===== config.mk =====
export PLATFORM = sky130hd
export DESIGN_NAME = pipeline_hazard_ctrl_flat
export DESIGN_NICKNAME = d
export VERILOG_FILES = /design/src/rtl/core_pkg.sv /design/src/rtl/pipeline_hazard_ctrl_if.sv /design/src/rtl/hazard_sat_counter.sv /design/src/rtl/pipeline_hazard_ctrl.sv /design/src/flat_wrapper.sv
export SDC_FILE = /design/constraint.sdc
export NUM_CORES = 1
export LEC_CHECK = 0
export CAP_MARGIN = 20
export CELL_PAD_IN_SITES_DETAIL_PLACEMENT = 0
export CELL_PAD_IN_SITES_GLOBAL_PLACEMENT = 2
export CORE_MARGIN = 2
export CORE_UTILIZATION = 33
export DETAILED_ROUTE_END_ITERATION = 6
export GPL_ROUTABILITY_DRIVEN = 0
export PLACE_DENSITY = 0.85
export RECOVER_POWER = 100
export SYNTH_ARGS = -nofsm -noshare
export SYNTH_HDL_FRONTEND = slang
export SYNTH_SLANG_ARGS = --single-unit

===== constraint.sdc =====
create_clock -name clk -period 2.5 [get_ports clk]
set_input_delay 0.375 -clock clk [delete_from_list [all_inputs] [get_ports clk]]
set_output_delay 0.375 -clock clk [all_outputs]
set_load 0.01 [all_outputs]

===== src/rtl/core_pkg.sv =====
// rtl/core_pkg.sv - shared register-index, forwarding-select and scoreboard-entry definitions
package core_pkg;

  localparam int REG_W = 4;
  localparam int FWD_W = 2;

  localparam logic [FWD_W-1:0] FWD_RF  = 2'b00;
  localparam logic [FWD_W-1:0] FWD_WB  = 2'b01;
  localparam logic [FWD_W-1:0] FWD_MEM = 2'b10;

  localparam logic [REG_W-1:0] PC_REG = 4'd15;
  localparam logic [REG_W-1:0] LR_REG = 4'd14;

  // E entry keeps the source indices (needed for forwarding) and the load flag
  // (needed for load-use detection).
  typedef struct packed {
    logic             valid;
    logic [REG_W-1:0] ra1;
    logic [REG_W-1:0] ra2;
    logic [REG_W-1:0] wa;
    logic             regwrite;
    logic             memtoreg;
    logic             pcsrc;
  } ex_entry_t;

  // M/W entries only need what forwarding and PC-write retirement look at.
  typedef struct packed {
    logic             valid;
    logic [REG_W-1:0] wa;
    logic             regwrite;
    logic             pcsrc;
  } wb_entry_t;

  // Forward from the youngest producer (M before W); the PC is never forwarded.
  function automatic logic [FWD_W-1:0] fwd_select(input wb_entry_t m,
                                                  input wb_entry_t w,
                                                  input logic [REG_W-1:0] src);
    logic [FWD_W-1:0] sel;
    sel = FWD_RF;
    if (src != PC_REG) begin
      if (m.valid && m.regwrite && (m.wa == src)) begin
        sel = FWD_MEM;
      end else if (w.valid && w.regwrite && (w.wa == src)) begin
        sel = FWD_WB;
      end
    end
    return sel;
  endfunction

endpackage


===== src/rtl/pipeline_hazard_ctrl_if.sv =====
// rtl/pipeline_hazard_ctrl_if.sv - decode/execute controls in, forwarding/stall/flush controls out
interface pipeline_hazard_ctrl_if #(
  parameter int CNT_W = 16
);
  import core_pkg::*;

  logic [REG_W-1:0] RA1D;
  logic [REG_W-1:0] RA2D;
  logic [REG_W-1:0] WA3D;
  logic             RegWriteD;
  logic             MemtoRegD;
  logic             PCSrcD;
  logic             BlWriteD;
  logic             CondExE;
  logic             BranchTakenE;

  logic [FWD_W-1:0] ForwardAE;
  logic [FWD_W-1:0] ForwardBE;
  logic             StallF;
  logic             StallD;
  logic             FlushD;
  logic             FlushE;
  logic [CNT_W-1:0] stall_cnt;
  logic [CNT_W-1:0] flush_cnt;

  modport master (
    output RA1D, RA2D, WA3D, RegWriteD, MemtoRegD, PCSrcD, BlWriteD, CondExE, BranchTakenE,
    input  ForwardAE, ForwardBE, StallF, StallD, FlushD, FlushE, stall_cnt, flush_cnt
  );

  modport slave (
    input  RA1D, RA2D, WA3D, RegWriteD, MemtoRegD, PCSrcD, BlWriteD, CondExE, BranchTakenE,
    output ForwardAE, ForwardBE, StallF, StallD, FlushD, FlushE, stall_cnt, flush_cnt
  );

endinterface


===== src/rtl/hazard_sat_counter.sv =====
// rtl/hazard_sat_counter.sv - event counter that sticks at all-ones
module hazard_sat_counter #(
  parameter int CNT_W = 16
) (
  input  logic             clk,
  input  logic             rst_n,
  input  logic             inc,
  output logic [CNT_W-1:0] count
);

  logic [CNT_W-1:0] count_q;
  logic [CNT_W-1:0] count_d;

  // Advance on a qualifying cycle unless already saturated
  always_comb begin
    count_d = count_q;
    if (inc && (count_q != '1)) begin
      count_d = count_q + CNT_W'(1);
    end
  end

  // Counter register
  always_ff @(posedge clk or negedge rst_n) begin
    if (!rst_n) begin
      count_q <= '0;
    end else begin
      count_q <= count_d;
    end
  end

  assign count = count_q;

endmodule


===== src/rtl/pipeline_hazard_ctrl.sv =====
// rtl/pipeline_hazard_ctrl.sv - E/M/W scoreboard driving forwarding, stalls and flushes
module pipeline_hazard_ctrl
  import core_pkg::*;
#(
  parameter int CNT_W = 16
) (
  input logic                   clk,
  input logic                   rst_n,
  pipeline_hazard_ctrl_if.slave hz
);

  ex_entry_t        e_q, e_d;
  wb_entry_t        m_q, m_d;
  wb_entry_t        w_q, w_d;

  logic             ldrstall;
  logic             pc_wr_pend;
  logic             stall_f;
  logic             stall_d;
  logic             flush_d;
  logic             flush_e;
  logic [FWD_W-1:0] fwd_a;
  logic [FWD_W-1:0] fwd_b;
  logic [CNT_W-1:0] stall_cnt;
  logic [CNT_W-1:0] flush_cnt;

  // Load in E feeding the decode sources, and any R15 write still ahead of W.
  // The load flag is used before condition qualification on purpose (conservative).
  always_comb begin
    ldrstall   = e_q.valid && e_q.memtoreg &&
                 ((e_q.wa == hz.RA1D) || (e_q.wa == hz.RA2D));
    pc_wr_pend = hz.PCSrcD || (e_q.valid && e_q.pcsrc) || (m_q.valid && m_q.pcsrc);
  end

  // Operand bypass selects for the instruction in E
  always_comb begin
    fwd_a = fwd_select(m_q, w_q, e_q.ra1);
    fwd_b = fwd_select(m_q, w_q, e_q.ra2);
  end

  // Stall/flush; a taken branch overrides the load-use hold of D
  always_comb begin
    stall_f = ldrstall | pc_wr_pend;
    stall_d = ldrstall & ~hz.BranchTakenE;
    flush_e = ldrstall | hz.BranchTakenE;
    flush_d = pc_wr_pend | (w_q.valid & w_q.pcsrc) | hz.BranchTakenE;
  end

  // Scoreboard next state: D enters E unless bubbled, E results qualified by the condition
  always_comb begin
    e_d = '0;
    if (!flush_e) begin
      e_d.valid    = 1'b1;
      e_d.ra1      = hz.RA1D;
      e_d.ra2      = hz.RA2D;
      e_d.wa       = hz.BlWriteD ? LR_REG : hz.WA3D;
      e_d.regwrite = hz.RegWriteD | hz.BlWriteD;
      e_d.memtoreg = hz.MemtoRegD;
      e_d.pcsrc    = hz.PCSrcD;
    end
    m_d.valid    = e_q.valid;
    m_d.wa       = e_q.wa;
    m_d.regwrite = e_q.regwrite & hz.CondExE;
    m_d.pcsrc    = e_q.pcsrc & hz.CondExE;
    w_d          = m_q;
  end

  // Scoreboard shift register; reset drops every in-flight entry
  always_ff @(posedge clk or negedge rst_n) begin
    if (!rst_n) begin
      e_q <= '0;
      m_q <= '0;
      w_q <= '0;
    end else begin
      e_q <= e_d;
      m_q <= m_d;
      w_q <= w_d;
    end
  end

  hazard_sat_counter #(.CNT_W(CNT_W)) u_stall_cnt (
    .clk   (clk),
    .rst_n (rst_n),
    .inc   (stall_d),
    .count (stall_cnt)
  );

  hazard_sat_counter #(.CNT_W(CNT_W)) u_flush_cnt (
    .clk   (clk),
    .rst_n (rst_n),
    .inc   (flush_d | flush_e),
    .count (flush_cnt)
  );

  assign hz.ForwardAE = fwd_a;
  assign hz.ForwardBE = fwd_b;
  assign hz.StallF    = stall_f;
  assign hz.StallD    = stall_d;
  assign hz.FlushD    = flush_d;
  assign hz.FlushE    = flush_e;
  assign hz.stall_cnt = stall_cnt;
  assign hz.flush_cnt = flush_cnt;

endmodule


===== src/flat_wrapper.sv =====
// flat-port wrapper written by rule: the top's interface ports become plain ports
module pipeline_hazard_ctrl_flat import core_pkg::*;
#(
  parameter int CNT_W = 16
)
  (clk, rst_n, hz_RA1D, hz_RA2D, hz_WA3D, hz_RegWriteD, hz_MemtoRegD, hz_PCSrcD, hz_BlWriteD, hz_CondExE, hz_BranchTakenE, hz_ForwardAE, hz_ForwardBE, hz_StallF, hz_StallD, hz_FlushD, hz_FlushE, hz_stall_cnt, hz_flush_cnt);
  pipeline_hazard_ctrl_if #(.CNT_W(CNT_W)) hz_i ();
  input logic clk;
  input logic rst_n;
  input wire logic [$bits(hz_i.RA1D)-1:0] hz_RA1D;
  input wire logic [$bits(hz_i.RA2D)-1:0] hz_RA2D;
  input wire logic [$bits(hz_i.WA3D)-1:0] hz_WA3D;
  input wire logic [$bits(hz_i.RegWriteD)-1:0] hz_RegWriteD;
  input wire logic [$bits(hz_i.MemtoRegD)-1:0] hz_MemtoRegD;
  input wire logic [$bits(hz_i.PCSrcD)-1:0] hz_PCSrcD;
  input wire logic [$bits(hz_i.BlWriteD)-1:0] hz_BlWriteD;
  input wire logic [$bits(hz_i.CondExE)-1:0] hz_CondExE;
  input wire logic [$bits(hz_i.BranchTakenE)-1:0] hz_BranchTakenE;
  output wire logic [$bits(hz_i.ForwardAE)-1:0] hz_ForwardAE;
  output wire logic [$bits(hz_i.ForwardBE)-1:0] hz_ForwardBE;
  output wire logic [$bits(hz_i.StallF)-1:0] hz_StallF;
  output wire logic [$bits(hz_i.StallD)-1:0] hz_StallD;
  output wire logic [$bits(hz_i.FlushD)-1:0] hz_FlushD;
  output wire logic [$bits(hz_i.FlushE)-1:0] hz_FlushE;
  output wire logic [$bits(hz_i.stall_cnt)-1:0] hz_stall_cnt;
  output wire logic [$bits(hz_i.flush_cnt)-1:0] hz_flush_cnt;
  assign hz_i.RA1D = hz_RA1D;
  assign hz_i.RA2D = hz_RA2D;
  assign hz_i.WA3D = hz_WA3D;
  assign hz_i.RegWriteD = hz_RegWriteD;
  assign hz_i.MemtoRegD = hz_MemtoRegD;
  assign hz_i.PCSrcD = hz_PCSrcD;
  assign hz_i.BlWriteD = hz_BlWriteD;
  assign hz_i.CondExE = hz_CondExE;
  assign hz_i.BranchTakenE = hz_BranchTakenE;
  assign hz_ForwardAE = hz_i.ForwardAE;
  assign hz_ForwardBE = hz_i.ForwardBE;
  assign hz_StallF = hz_i.StallF;
  assign hz_StallD = hz_i.StallD;
  assign hz_FlushD = hz_i.FlushD;
  assign hz_FlushE = hz_i.FlushE;
  assign hz_stall_cnt = hz_i.stall_cnt;
  assign hz_flush_cnt = hz_i.flush_cnt;
  pipeline_hazard_ctrl #(.CNT_W(CNT_W)) u_core (.clk(clk), .rst_n(rst_n), .hz(hz_i));
endmodule

==> run_results.csv <==
group,metric,value,unit
synthesis,synth_fp_nets,267,
floorplan,dieArea,0.00926,mm^2
worst_setup_path,crit_family,"buffers and inverters",
global_routing,grt_max_degree,31,
synthesis,synth-async-reset-ratio,100,%
worst_setup_path,cp.arrival,1990,ps
layout,fin_nets,347,
timing,rsz0062_at_grt,"false",
layout,final_area,0.00377,mm^2
timing,final-hold-violation-count,0,
pwr,ir_drop,0.339,mV
clock_tree,cts_root_buf,"clkbuf_8",
worst_setup_path,critPathLaunchType,"flip-flop",
synthesis,syn_area,0.00281,mm^2
routing,avgViaCountPerCell,4.69,
global_routing,grt_pass1_wl,9.80,mm
floorplan,ios,60,
timing,layout_setup_ws,137,ps
clock_tree,cts_tree,"built",
layout,final_cells,435,
place,post-dp-hpwl,4.33,mm
synthesis,synth_edf_count,0,
synthesis,ys_seq_area_share,55.3,%
routing,drt_iter0_drc,94,
worst_setup_path,path_cells,"clkbuf_4 > xor2_1 > nor4_1 > and3_1 > clkdlybuf4s50_1",
layout,antenna_cells,0,
floorplan,dieHeight,96.2,um
worst_setup_path,slowest_stage,"clkdlybuf4s50_1",
layout,drive_gt1_share,10.3,%
routing,wl_met1,2.77,mm
floorplan,num_rows,33,
routing,vias,2041,
timing,max_freq,423,MHz
routing,avgRoutedWirePerCell,13.4,um
timing,maxSlewViolCount,0,
pwr,finalPower,2.67,mW
clock_tree,numCtsBuffers,9,
clock_tree,cts.clk_slew.worst_paths,60,ps
worst_setup_path,slowest_delay,530,ps
global_routing,antenna_found_initial,0,
routing,top_layer,"met4",
worst_setup_path,path_buf_inv,2,
global_routing,first_global_vias,2014,
run_status,status,"finished clean",
min_path,min-delay-start,"u_core.m_q[0]",
routing,firstDrtPassIters,4,
synthesis,syn_inst,245,
timing,setup_violations,0,
timing,tightest_slew,736,ps
global_routing,grt_use_total,14.2,%
routing,wl_met2,2.68,mm
routing,drc,0,
place,placed_area,0.00358,mm^2
routing,postRouteAntennaNets,0,
global_routing,overflow,0,
pwr,powerDensity,707,mW/mm^2
synthesis,synth_area_per_cell,11.5,um^2
worst_setup_path,cp.required,2120,ps
timing,slew_headroom,51.0,%
worst_setup_path,crit_type,"flip-flop to output pin",
pwr,power_leakage,1.77,nW
layout,fillers,802,
synthesis,synth_seq_cells,62,
place,port_buffers,59,
routing,wl,5.84,mm
worst_setup_path,cp-end-kind,"output pin",
worst_setup_path,crit_start,"u_core.e_q[12]",
routing,routed-wl-met3,281,um
clock_tree,cts.path.max_buffers,2,
floorplan,fp.dieW,96.2,um
synthesis,ys_warn_count,0,
worst_setup_path,r2r-start,"u_core.e_q[6]",
worst_setup_path,cp_max_fo,4,
place,pre_cts_slack,-62.9,ps
synthesis,synth_ff_type,"dfrtp_1",
timing,period_needed,2360,ps
clock_tree,htreeDepth,3,
timing,fin_crit_sh,94.5,%
timing,skew,8.66,ps
place,dp_cells,415,
timing,tns,0,ps
layout,final_core_util,45.9,%
floorplan,start_util,34.2,%
timing,whs,386,ps
clock_tree,clkLatencyLatePin,340,ps
clock_tree,cts.sinks,62,
floorplan,coreArea,0.00822,mm^2
layout,area_delta_synth_final,34.4,%
min_path,hold_path.class,"flip-flop to flip-flop",
flow_run,drv_cap,0,
synthesis,yosysUniqueCellTypes,36,
layout by cell type (no fill, tap or decap), drive strengths merged:
cell type      instances
clkdlybuf4s50         20
nor3                  12
and3                   5
nand3b                 1
nand2                 21
dlygate4sd3           35
o221ai                 1
ha                     2
nor3b                  1
dlygate4sd2            3
a211oi                 1
xor2                  27
or2                    1
inv                    6
o2111ai                1
buf                    3
o21ai                  2
and2                  13
a221oi                 2
nand2b                 1
bufinv                 2
o22ai                  1
mux2                   2
nor4                   4
nor2                  22
dfrtp                 62
xnor2                 21
nand4                 13
a41oi                  2
clkinv                 1
nand3                 15
nor2b                  1
a21oi                  3
clkbuf                23
final cells by class:
cell class / count / area [um^2] / area share [%]
clock buffer: 13 / 169 / 4.48
clock inverter: 3 / 65.1 / 1.73
inverter: 6 / 22.5 / 0.597
multi-input combinational: 175 / 1170 / 31.0
sequential: 62 / 1550 / 41.1
tap: 105 / 131 / 3.48
timing repair buffer: 71 / 663 / 17.6
flip-flops by register name, summed over array words and instances, names as in the netlist:
| signal | cells |
|---|---|
| u_core.e_q | 16 |
| u_core.u_flush_cnt.count | 16 |
| u_core.u_stall_cnt.count | 16 |
| u_core.m_q | 7 |
| u_core.w_q | 7 |
repair_timing:
action                                 4_1_cts  5_1_grt
gates cloned                                 0        0
setup endpoints to repair                    3        2
buffers inserted                             2        1
hold buffers                                 1        0
endpoints found under the hold margin        8        0
gates resized for setup                      3        1
pin swaps                                    3        0
cells in the mapped netlist (2+ instances only):
library cell   n  area share [%]
nor2_1        22             2.9
nor3_2         2            0.71
nand4_1       12             2.7
a221oi_1       2            0.62
and2_1        12             2.7
ha_1           2            0.89
nor4_1         2            0.45
a21oi_1        2            0.36
mux2_2         2            0.80
and3_1         5             1.1
xnor2_1       17             5.3
xnor2_2        4             2.3
nor3_1        10             1.8
a41oi_1        2            0.62
inv_1          6            0.80
nor4_4         2             1.5
nand3_1       15             2.7
dfrtp_1       62              55
xor2_1        27             8.4
o21ai_0        2            0.36
nand2_1       20             2.7
worst register-to-register path, stage by stage (launching register included):
cell and delay, ps:
dfrtp_1 450, xnor2_1 170, nand4_1 240, a211oi_4 360, clkbuf_1 300, and2_0 330, nand4_1 150, xnor2_1 140
power by group:
part / switching (mW) / internal (mW) / total, mW
Combinational: 0.186 / 0.233 / 0.419
Clock: 0.377 / 0.642 / 1.02
Sequential: 0.127 / 1.10 / 1.23
Total: 0.690 / 1.98 / 2.67
final timing paths:
kind / to / slack (ps) / cells after the start
max reg2reg: u_core.u_stall_cnt.count[4] / 270 / 7
min in group asynchronous: u_core.e_q[6] / 500 / 2
max: hz_ForwardAE[0] / 140 / 5
min reg2reg: u_core.w_q[0] / 390 / 0
max in group asynchronous: u_core.u_stall_cnt.count[8] / 930 / 3
min: u_core.w_q[0] / 390 / 0
metal layers:
| metal | vias up | global-route usage, % |
|---|---|---|
| li1 | 1007 | - |
| met1 | 970 | 19.9 |
| met2 | 56 | 20.1 |
| met3 | 8 | 3.60 |
| met4 | 0 | 7.62 |
| met5 | - | 0 |
logic make-up (layout without fill, tap and decap cells):
group | count (synthesis) | after routing | share of synthesized area, %
AO/OA/AOI/OAI | 13 | 13 | 4.06
flip-flops | 62 | 62 | 55.3
XOR/XNOR | 48 | 48 | 16.0
adder cells (fa/ha/maj) | 2 | 2 | 0.892
multiplexers | 2 | 2 | 0.802
buffers and inverters | 8 | 93 | 1.34
AND/OR/NAND/NOR | 110 | 110 | 21.6
Power figures use the tool's default switching activity.
